$ cat src/rtl/debug_strip_sequencer.sv
// Debug-side request sequencer: decodes a request ID, reads the selected MIPS state source,
// and streams a fixed-length strip of frames followed by a one-cycle end-of-data pulse.
module debug_strip_sequencer #(
  parameter int NB_FRAME    = 32,
  parameter int NB_SEL      = 6,
  parameter int NB_ADDR     = 16,
  parameter int NB_REG_ADDR = 5,
  parameter int N_LATCH     = 8,
  parameter int STRIP_WORDS = 3
) (
  input  logic                                  i_clock,
  input  logic                                  i_reset,
  input  logic [NB_SEL-1:0]                     i_request_select,
  input  logic [NB_ADDR-1:0]                    i_mem_addr,
  output logic [NB_REG_ADDR-1:0]                o_reg_addr,
  input  logic [NB_FRAME-1:0]                   i_reg_data,
  input  logic [NB_FRAME-1:0]                   i_pc,
  output logic [NB_ADDR-1:0]                    o_mem_addr,
  output logic                                  o_mem_rd_en,
  output logic                                  o_instr_rd_en,
  input  logic [NB_FRAME-1:0]                   i_mem_data,
  input  logic [NB_FRAME-1:0]                   i_instr_data,
  input  logic [N_LATCH*STRIP_WORDS*NB_FRAME-1:0] i_latch_data,
  output logic [NB_FRAME-1:0]                   o_frame,
  output logic                                  o_frame_valid,
  output logic                                  o_eod,
  output logic                                  o_busy,
  output logic                                  o_req_dropped
);

  localparam int NB_STRIP = STRIP_WORDS * NB_FRAME;
  localparam int NB_CNT   = $clog2(STRIP_WORDS + 1);
  localparam int NB_LIDX  = (N_LATCH > 1) ? $clog2(N_LATCH) : 1;

  localparam logic [NB_SEL-1:0] SEL_NONE   = '1;
  localparam logic [NB_SEL-1:0] SEL_DMEM   = NB_SEL'(32);
  localparam logic [NB_SEL-1:0] SEL_IMEM   = NB_SEL'(33);
  localparam logic [NB_SEL-1:0] SEL_PC     = NB_SEL'(34);
  localparam logic [NB_SEL-1:0] LATCH_BASE = NB_SEL'(36);

  typedef enum logic [2:0] {IDLE, LOAD, WAIT, STREAM, EOD} state_t;

  state_t                state_q, state_d;
  logic [NB_SEL-1:0]     reqSel_q, reqSel_d;
  logic [NB_ADDR-1:0]    reqAddr_q, reqAddr_d;
  logic [NB_STRIP-1:0]   strip_q, strip_d;
  logic [NB_CNT-1:0]     wordCnt_q, wordCnt_d;
  logic                  dropped_q, dropped_d;

  logic [NB_STRIP-1:0]   latchGroups [N_LATCH];
  logic [NB_STRIP-1:0]   stripLoad;
  logic [NB_SEL-1:0]     latchOff;
  logic                  isReg;
  logic                  isLatch;

  for (genvar k = 0; k < N_LATCH; k++) begin : g_latch
    assign latchGroups[k] = i_latch_data[k*NB_STRIP +: NB_STRIP];
  end

  assign isReg    = ~reqSel_q[NB_SEL-1];
  assign latchOff = reqSel_q - LATCH_BASE;
  assign isLatch  = (reqSel_q >= LATCH_BASE) && (latchOff < NB_SEL'(N_LATCH));

  // Single-word sources land in the most significant word so they stream out first.
  always_comb begin
    stripLoad = '0;
    if (isReg)
      stripLoad = NB_STRIP'(i_reg_data) << (NB_STRIP - NB_FRAME);
    else if (reqSel_q == SEL_DMEM)
      stripLoad = NB_STRIP'(i_mem_data) << (NB_STRIP - NB_FRAME);
    else if (reqSel_q == SEL_IMEM)
      stripLoad = NB_STRIP'(i_instr_data) << (NB_STRIP - NB_FRAME);
    else if (reqSel_q == SEL_PC)
      stripLoad = NB_STRIP'(i_pc) << (NB_STRIP - NB_FRAME);
    else if (isLatch)
      stripLoad = latchGroups[latchOff[NB_LIDX-1:0]];
  end

  always_ff @(posedge i_clock) begin
    if (i_reset) begin
      state_q   <= IDLE;
      reqSel_q  <= '0;
      reqAddr_q <= '0;
      strip_q   <= '0;
      wordCnt_q <= '0;
      dropped_q <= 1'b0;
    end else begin
      state_q   <= state_d;
      reqSel_q  <= reqSel_d;
      reqAddr_q <= reqAddr_d;
      strip_q   <= strip_d;
      wordCnt_q <= wordCnt_d;
      dropped_q <= dropped_d;
    end
  end

  always_comb begin
    state_d   = state_q;
    reqSel_d  = reqSel_q;
    reqAddr_d = reqAddr_q;
    strip_d   = strip_q;
    wordCnt_d = wordCnt_q;
    dropped_d = (state_q != IDLE) && (i_request_select != SEL_NONE);
    case (state_q)
      IDLE: begin
        if (i_request_select != SEL_NONE) begin
          reqSel_d  = i_request_select;
          reqAddr_d = i_mem_addr;
          state_d   = LOAD;
        end
      end
      LOAD: state_d = WAIT;
      WAIT: begin
        strip_d   = stripLoad;
        wordCnt_d = '0;
        state_d   = STREAM;
      end
      STREAM: begin
        strip_d = strip_q << NB_FRAME;
        if (wordCnt_q == NB_CNT'(STRIP_WORDS - 1)) begin
          wordCnt_d = '0;
          state_d   = EOD;
        end else begin
          wordCnt_d = wordCnt_q + 1'b1;
        end
      end
      EOD:     state_d = IDLE;
      default: state_d = IDLE;
    endcase
  end

  assign o_busy        = (state_q != IDLE);
  assign o_frame_valid = (state_q == STREAM);
  assign o_frame       = o_frame_valid ? strip_q[NB_STRIP-1 -: NB_FRAME] : '0;
  assign o_eod         = (state_q == EOD);
  assign o_mem_rd_en   = (state_q == LOAD) && (reqSel_q == SEL_DMEM);
  assign o_instr_rd_en = (state_q == LOAD) && (reqSel_q == SEL_IMEM);
  assign o_reg_addr    = isReg ? reqSel_q[NB_REG_ADDR-1:0] : '0;
  assign o_mem_addr    = reqAddr_q;
  assign o_req_dropped = dropped_q;

endmodule

$ cat config.mk
export PLATFORM = sky130hd
export DESIGN_NAME = debug_strip_sequencer
export DESIGN_NICKNAME = d
export VERILOG_FILES = /design/src/rtl/debug_strip_sequencer.sv
export SDC_FILE = /design/constraint.sdc
export NUM_CORES = 1
export LEC_CHECK = 0
export CORE_AREA = 4 4 376 378
export CTS_CLUSTER_DIAMETER = 200
export CTS_CLUSTER_SIZE = 16
export DETAILED_ROUTE_END_ITERATION = 8
export DIE_AREA = 0 0 380 382
export SYNTH_ARGS = -nofsm -noshare
export SYNTH_HDL_FRONTEND = slang
export SYNTH_SLANG_ARGS = --single-unit
$ cat constraint.sdc
create_clock -name i_clock -period 2.5 [get_ports i_clock]
set_input_delay 0.5 -clock i_clock [delete_from_list [all_inputs] [get_ports i_clock]]
set_output_delay 0.5 -clock i_clock [all_outputs]
set_load 0.005 [all_outputs]
# Word level (Yosys, flattened, before mapping)
# Cells that the tools add are included.
dict set report totals {
  out_inout_bits 59
  elab_cells 48
  inputBits 920
  ff_bits 124
}
dict set report classes {
  bitwise_logic 1
  mux 16
  n_addsub 2
  reduce_logical 9
  n_eq_ne 11
  n_lt_le_gt_ge 3
}
# cell n
set ops {}
lappend ops {{2-to-1 mux 96 bit} 7}
lappend ops {{binary-select mux 96 bit (select 3 bit)} 1}
lappend ops {{one-hot mux 96 bit (2 select lines)} 1}
lappend ops {{2-to-1 mux 32 bit} 1}
lappend ops {{equality test 6 bit, second input constant} 3}
lappend ops {{one-hot mux 3 bit (4 select lines)} 1}
lappend ops {{equality test 3 x 2 -> 1 bit, second input constant} 2}
lappend ops {{>= comparator 6 bit, second input constant} 1}
lappend ops {{< comparator 6 x 4 -> 1 bit, second input constant} 1}
lappend ops {{2-to-1 mux 3 bit} 2}
lappend ops {{inequality test 6 bit, second input constant} 1}
lappend ops {{subtractor 6 bit, second input constant} 1}
lappend ops {{2-to-1 mux 5 bit} 1}
lappend ops {{>= comparator 4 bit, second input constant} 1}
lappend ops {{logical AND 1 bit} 4}
lappend ops {{NOT 3 -> 4 bit} 1}
lappend ops {{one-hot mux 2 bit (2 select lines)} 1}
lappend ops {{AND reduction 2 bit} 2}
lappend ops {{equality test 3 x 1 -> 1 bit, second input constant} 1}
lappend ops {{equality test 3 bit, second input constant} 1}
lappend ops {{logical NOT 3 bit} 1}
lappend ops {{nonzero test 3 bit} 1}
lappend ops {{adder 2 x 1 -> 2 bit, second input constant} 1}
lappend ops {{equality test 2 bit, second input constant} 1}
lappend ops {{4 further kinds} 4}

# Longest topological paths before layout
dict set report logic_depth {
  depth_word 11
  mapped_depth 13
  mapped_depth_nobuf 7
}

# Worst setup path after synthesis
# Ideal clock, no wire load.
dict set report synth_path {
  path_type {register to output}
  from {reg reqSel_q[2]}
  to {out o_instr_rd_en}
  slack_ps -277
  path_stages_with_launch 12
  arrival_time_ps 2277
  t_required_ps 2000
  path_cell_list {dfxtp_1 buf_2 buf_2 buf_2 inv_2 buf_2 ha_1 nand3b_4 nor2_1 nand2_1 clkbuf_1 nor4b_1}
}
dict set report synth_via {
  elab_chain_cells 2
}
# element line
set synth_rtl {}
lappend synth_rtl {{from (decl)} 44} ;# logic [NB_SEL-1:0] reqSel_q, reqSel_d;
lappend synth_rtl {{from (signal assigned)} 89} ;# reqSel_q <= reqSel_d;
lappend synth_rtl {{equality test 6 bit} 137} ;# assign o_instr_rd_en = (state_q == LOAD) && (reqSel_q == SEL_IMEM);
lappend synth_rtl {{logical AND 1 bit} 137}
lappend synth_rtl {{to (decl)} 20} ;# output logic o_instr_rd_en,
# Every way passes these cells.

# Worst setup path after layout
dict set report layout_path {
  from {reg state_q[1]}
  to {out o_frame[4]}
}
dict set report layout_via {
  elab_chain_cells 2
}
# element line
set layout_rtl {}
lappend layout_rtl {{from (decl)} 43} ;# state_t state_q, state_d;
lappend layout_rtl {{from (signal assigned)} 88} ;# state_q <= state_d;
lappend layout_rtl {{equality test 3 x 2 -> 1 bit} 133} ;# assign o_frame_valid = (state_q == STREAM);
lappend layout_rtl {{2-to-1 mux 32 bit} 134} ;# assign o_frame = o_frame_valid ? strip_q[NB_STRIP-1 -: NB_FRAME] : '0;
lappend layout_rtl {{to (decl)} 24} ;# output logic [NB_FRAME-1:0] o_frame,
# Every way passes these cells.

==> out/results.txt <==
Status: finished clean
Met2 WL: 61,500 um
Share of cells above drive strength 1: 18.8%
Drt drc: 0
Post-synth EDFFs: 0
Top layer reached by signal wires: met5
Data arrival, critical path: 1.91 ns
Detailed-route via count: 15,800
Leak Pwr: 8.70 nW
Asr flop ratio synth: 0%
Startpoint types: flop
GPL Wtd Cong: 0.955
Fin nets: 3,082
Die height: 382 um
Seq pwr share: 22.3%
Clock latency on the worst-skew pair: 0.49 ns
Fill count: 15,200
Max Slew Vio Count: 0
Detailed Route WL: 131,000 um
Final min period: 2.41 ns
PD cells: 377 mW/mm^2
Clk slew on worst S/H paths: 0.07 ns
Crit-path cells: nor2b_4 -> buf_12 -> and3_1 -> clkdlybuf4s50_1
Clock Tree Buf Depth: 2
Avg WL per Cell: 32.8 um
# hold bufs at CTS: 0
Count of cell types in the netlist: 41
CTS tree: yes
Die area: 0.145 sq mm
Vias in the first global route: 16,100
Hold Path Class: reg -> reg
Area growth, synth to finish: 113%
Slowest CP cell: clkdlybuf4s50_1
Overflow after GRT: 0
Largest net degree at the start of global routing: 91
Via density: 3.94
CP required: 2.00 ns
Crit-path max FO: 17
Root Driver: clkbuf_16
Htree depth: 4
Starting Density: 8.65%
Pint: 6.09 mW
Worst-Margin Slew: 0.651 ns
Initial DRC Count: 1,294
# setup viols final: 0
Initial antenna violation count: 135
CP delay by family, top: buffers and inverters
Fin cells: 4,009
Area after DPL: 0.0243 sq mm
DP Cell Count: 3,913
FMAX: 415 MHz
Power Total: 9.56 mW
All-layer global routing usage: 17.3%
# port buffers: 978
Sink Count: 124
Slew HR: 56.6%
Syn nets: 2,114
Synthesized instance count: 1,192
Seq/Total Area, Yosys: 20.9%
Fin crit share: 96.4%
Worst flop-to-flop path startpoint: reqSel_q[0]$_SDFFE_PP0P_
Max-cap violations: 0
Yosys reg bits: 124
Detailed-placement wirelength estimate: 115,000 um
Design Area, Final: 0.0254 sq mm
Clock skew: 0.0187 ns
Met1 wire length: 53,800 um
Pre-antenna DRT Iters: 5
Met3 wire length: 12,700 um
Clock power share: 28.0%
Core area: 0.137 sq mm
Mapped cell area: 0.0119 sq mm
Power share of the combinational group: 49.7%
Min-delay src: strip_q[9]$_SDFFE_PP0P_
YS warnings: 0
Setup crit start: state_q[1]$_SDFFE_PP0P_
Final Hold Viols: 0
Maximum vdd ir drop: 0.296 mV
Critical Path Sink Type: primary output
Switching Fraction: 36.3%
Avg Inst Size Synth: 9.98 sq um
CP Class: reg -> out
CTS Buf Count: 17
First-pass GRT wire length: 166,000 um
Num ports: 979
Rows: 136
Worst Path Buf+Inv: 2
Chip width: 380 um
Switch Pwr: 3.47 mW
Ys flop type: dfxtp_1
Unrepaired setup endpoints after global routing: yes
Post-route ant nets: 0
Slowest stage delay, CP: 0.54 ns
Post-layout util: 18.5%
==> worst reg2reg max path, delay by kind of cell, from the launching register on <==
| kind | cells | cell delay [ns] |
|---|---|---|
| muxes | 2 | 1.02 |
| buffers and inverters | 3 | 0.65 |
| DFF | 1 | 0.41 |
| AOI/OAI and AO/OA | 1 | 0.14 |
==> flip-flops by register name, indices dropped and copies added, names as in the netlist <==
name	count
o_mem_addr	16
strip_q	96
reqSel_q	6
o_req_dropped	1
state_q	3
wordCnt_q	2
==> path summary, 6_finish.rpt <==
path,depth (start not counted),to,slack [ns]
hold reg to reg,2,strip_q[9]$_SDFFE_PP0P_,0.46
hold / removal,2,strip_q[9]$_SDFFE_PP0P_,0.46
setup reg to reg,6,strip_q[19]$_SDFFE_PP0P_,0.14
setup / recovery,4,o_frame[4],0.09
==> power groups by stage <==
stage               Clock (mW)  Sequential [mW]  Combinational, mW
detailed placement           0             2.19               4.67
global route              2.85             2.14               5.01
global placement             0             2.19               4.67
finish                    2.68             2.14               4.75
CTS                       2.80             2.14               4.78
floorplan                    0             2.14               1.85
==> layout by cell type, fill, tap and decap left out, drive strengths merged <==
cell type      Yosys  routed
nand3             95      95
and3              32      32
and2               2       2
clkinv             0       6
nor2              17      17
nand2            192     192
nor3b              4       4
o21ai             67      67
ha                 2       2
nor2b              5       5
a22oi             30      30
inv                6      15
diode              0      42
a31oi             62      62
mux2              39      39
o2111ai            2       2
a211o             30      30
a211oi             4       4
nor4b              1       1
mux2i             36      36
o31ai              2       2
a21oi             25      25
o21bai             1       1
nor4               1       1
dlymetal6s2s       0       6
clkdlybuf4s50      0     943
nand2b             3       3
nor4bb             1       1
or3                1       1
nand3b            34      34
o21ba              1       1
buf               77     118
nor3               9       9
dfxtp            124     124
a221oi            33      33
mux4             190     190
dlygate4sd2        0      20
clkbuf            64      18
bufbuf             0       2
==> final cells by class <==
class	count	area, sq um	area share [%]
clock inverter	15	166	0.656
timing repair buffer	1090	11100	43.6
multi-input combinational	921	8840	34.9
sequential	124	2500	9.84
inverter	6	27.5	0.108
tap	1794	2240	8.85
antenna	42	105	0.414
clock buffer	17	425	1.68
==> what timing repair did <==
item                                    4_1_cts  5_1_grt
buffers inserted                             12        8
pin swaps                                     3        1
gates resized for setup                      32       11
cloned                                        2        1
endpoints found under the setup margin       34       12
==> cells in the mapped netlist (all sizes together) (5+ instances only) <==
cell	n	area share, %
mux4	190	36
nor2b	5	0.28
nor3	9	0.42
a22oi	30	1.9
o21ai	67	2.8
nand3	95	4.0
a21oi	25	1.1
inv	6	0.19
nor2	17	0.58
mux2	39	3.7
a211o	30	2.2
dfxtp	124	21
clkbuf	64	2.0
and3	32	1.7
nand2	192	6.1
a31oi	62	3.3
buf	77	3.6
nand3b	34	2.3
a221oi	33	2.4
mux2i	36	3.0
==> metrics by stage <==
stage | worst slack (ns) | TNS [ns] | hold slack, ns
floorplan | 0.00339 | 0 | 0.426
global placement | 0.149 | 0 | 0.444
detailed placement | 0.121 | 0 | 0.445
CTS | -0.0728 | -0.0728 | 0.460
global route | -0.000556 | -0.000556 | 0.484
finish | 0.0898 | 0 | 0.460
==> cell families (layout without fill, tap and decap cells) <==
family                   count (synthesis)  after routing  synth area share (%)
AO/OA/AOI/OAI                          257            257                  14.3
buffers and inverters                  147           1128                  5.85
multiplexers                           265            265                  42.7
other                                    0             42                     0
adder cells (fa/ha/maj)                  2              2                 0.210
AND/OR/NAND/NOR                        397            397                  16.0
flip-flops                             124            124                  20.9
==> routing by layer <==
metal / track usage, % / vias to the layer above
li1: - / 6744
met1: 21.1 / 7808
met2: 28.6 / 943
met5: 0 / -
met4: 3.76 / 80
met3: 7.05 / 217
No activity file was read; power rests on OpenSTA's default activity.
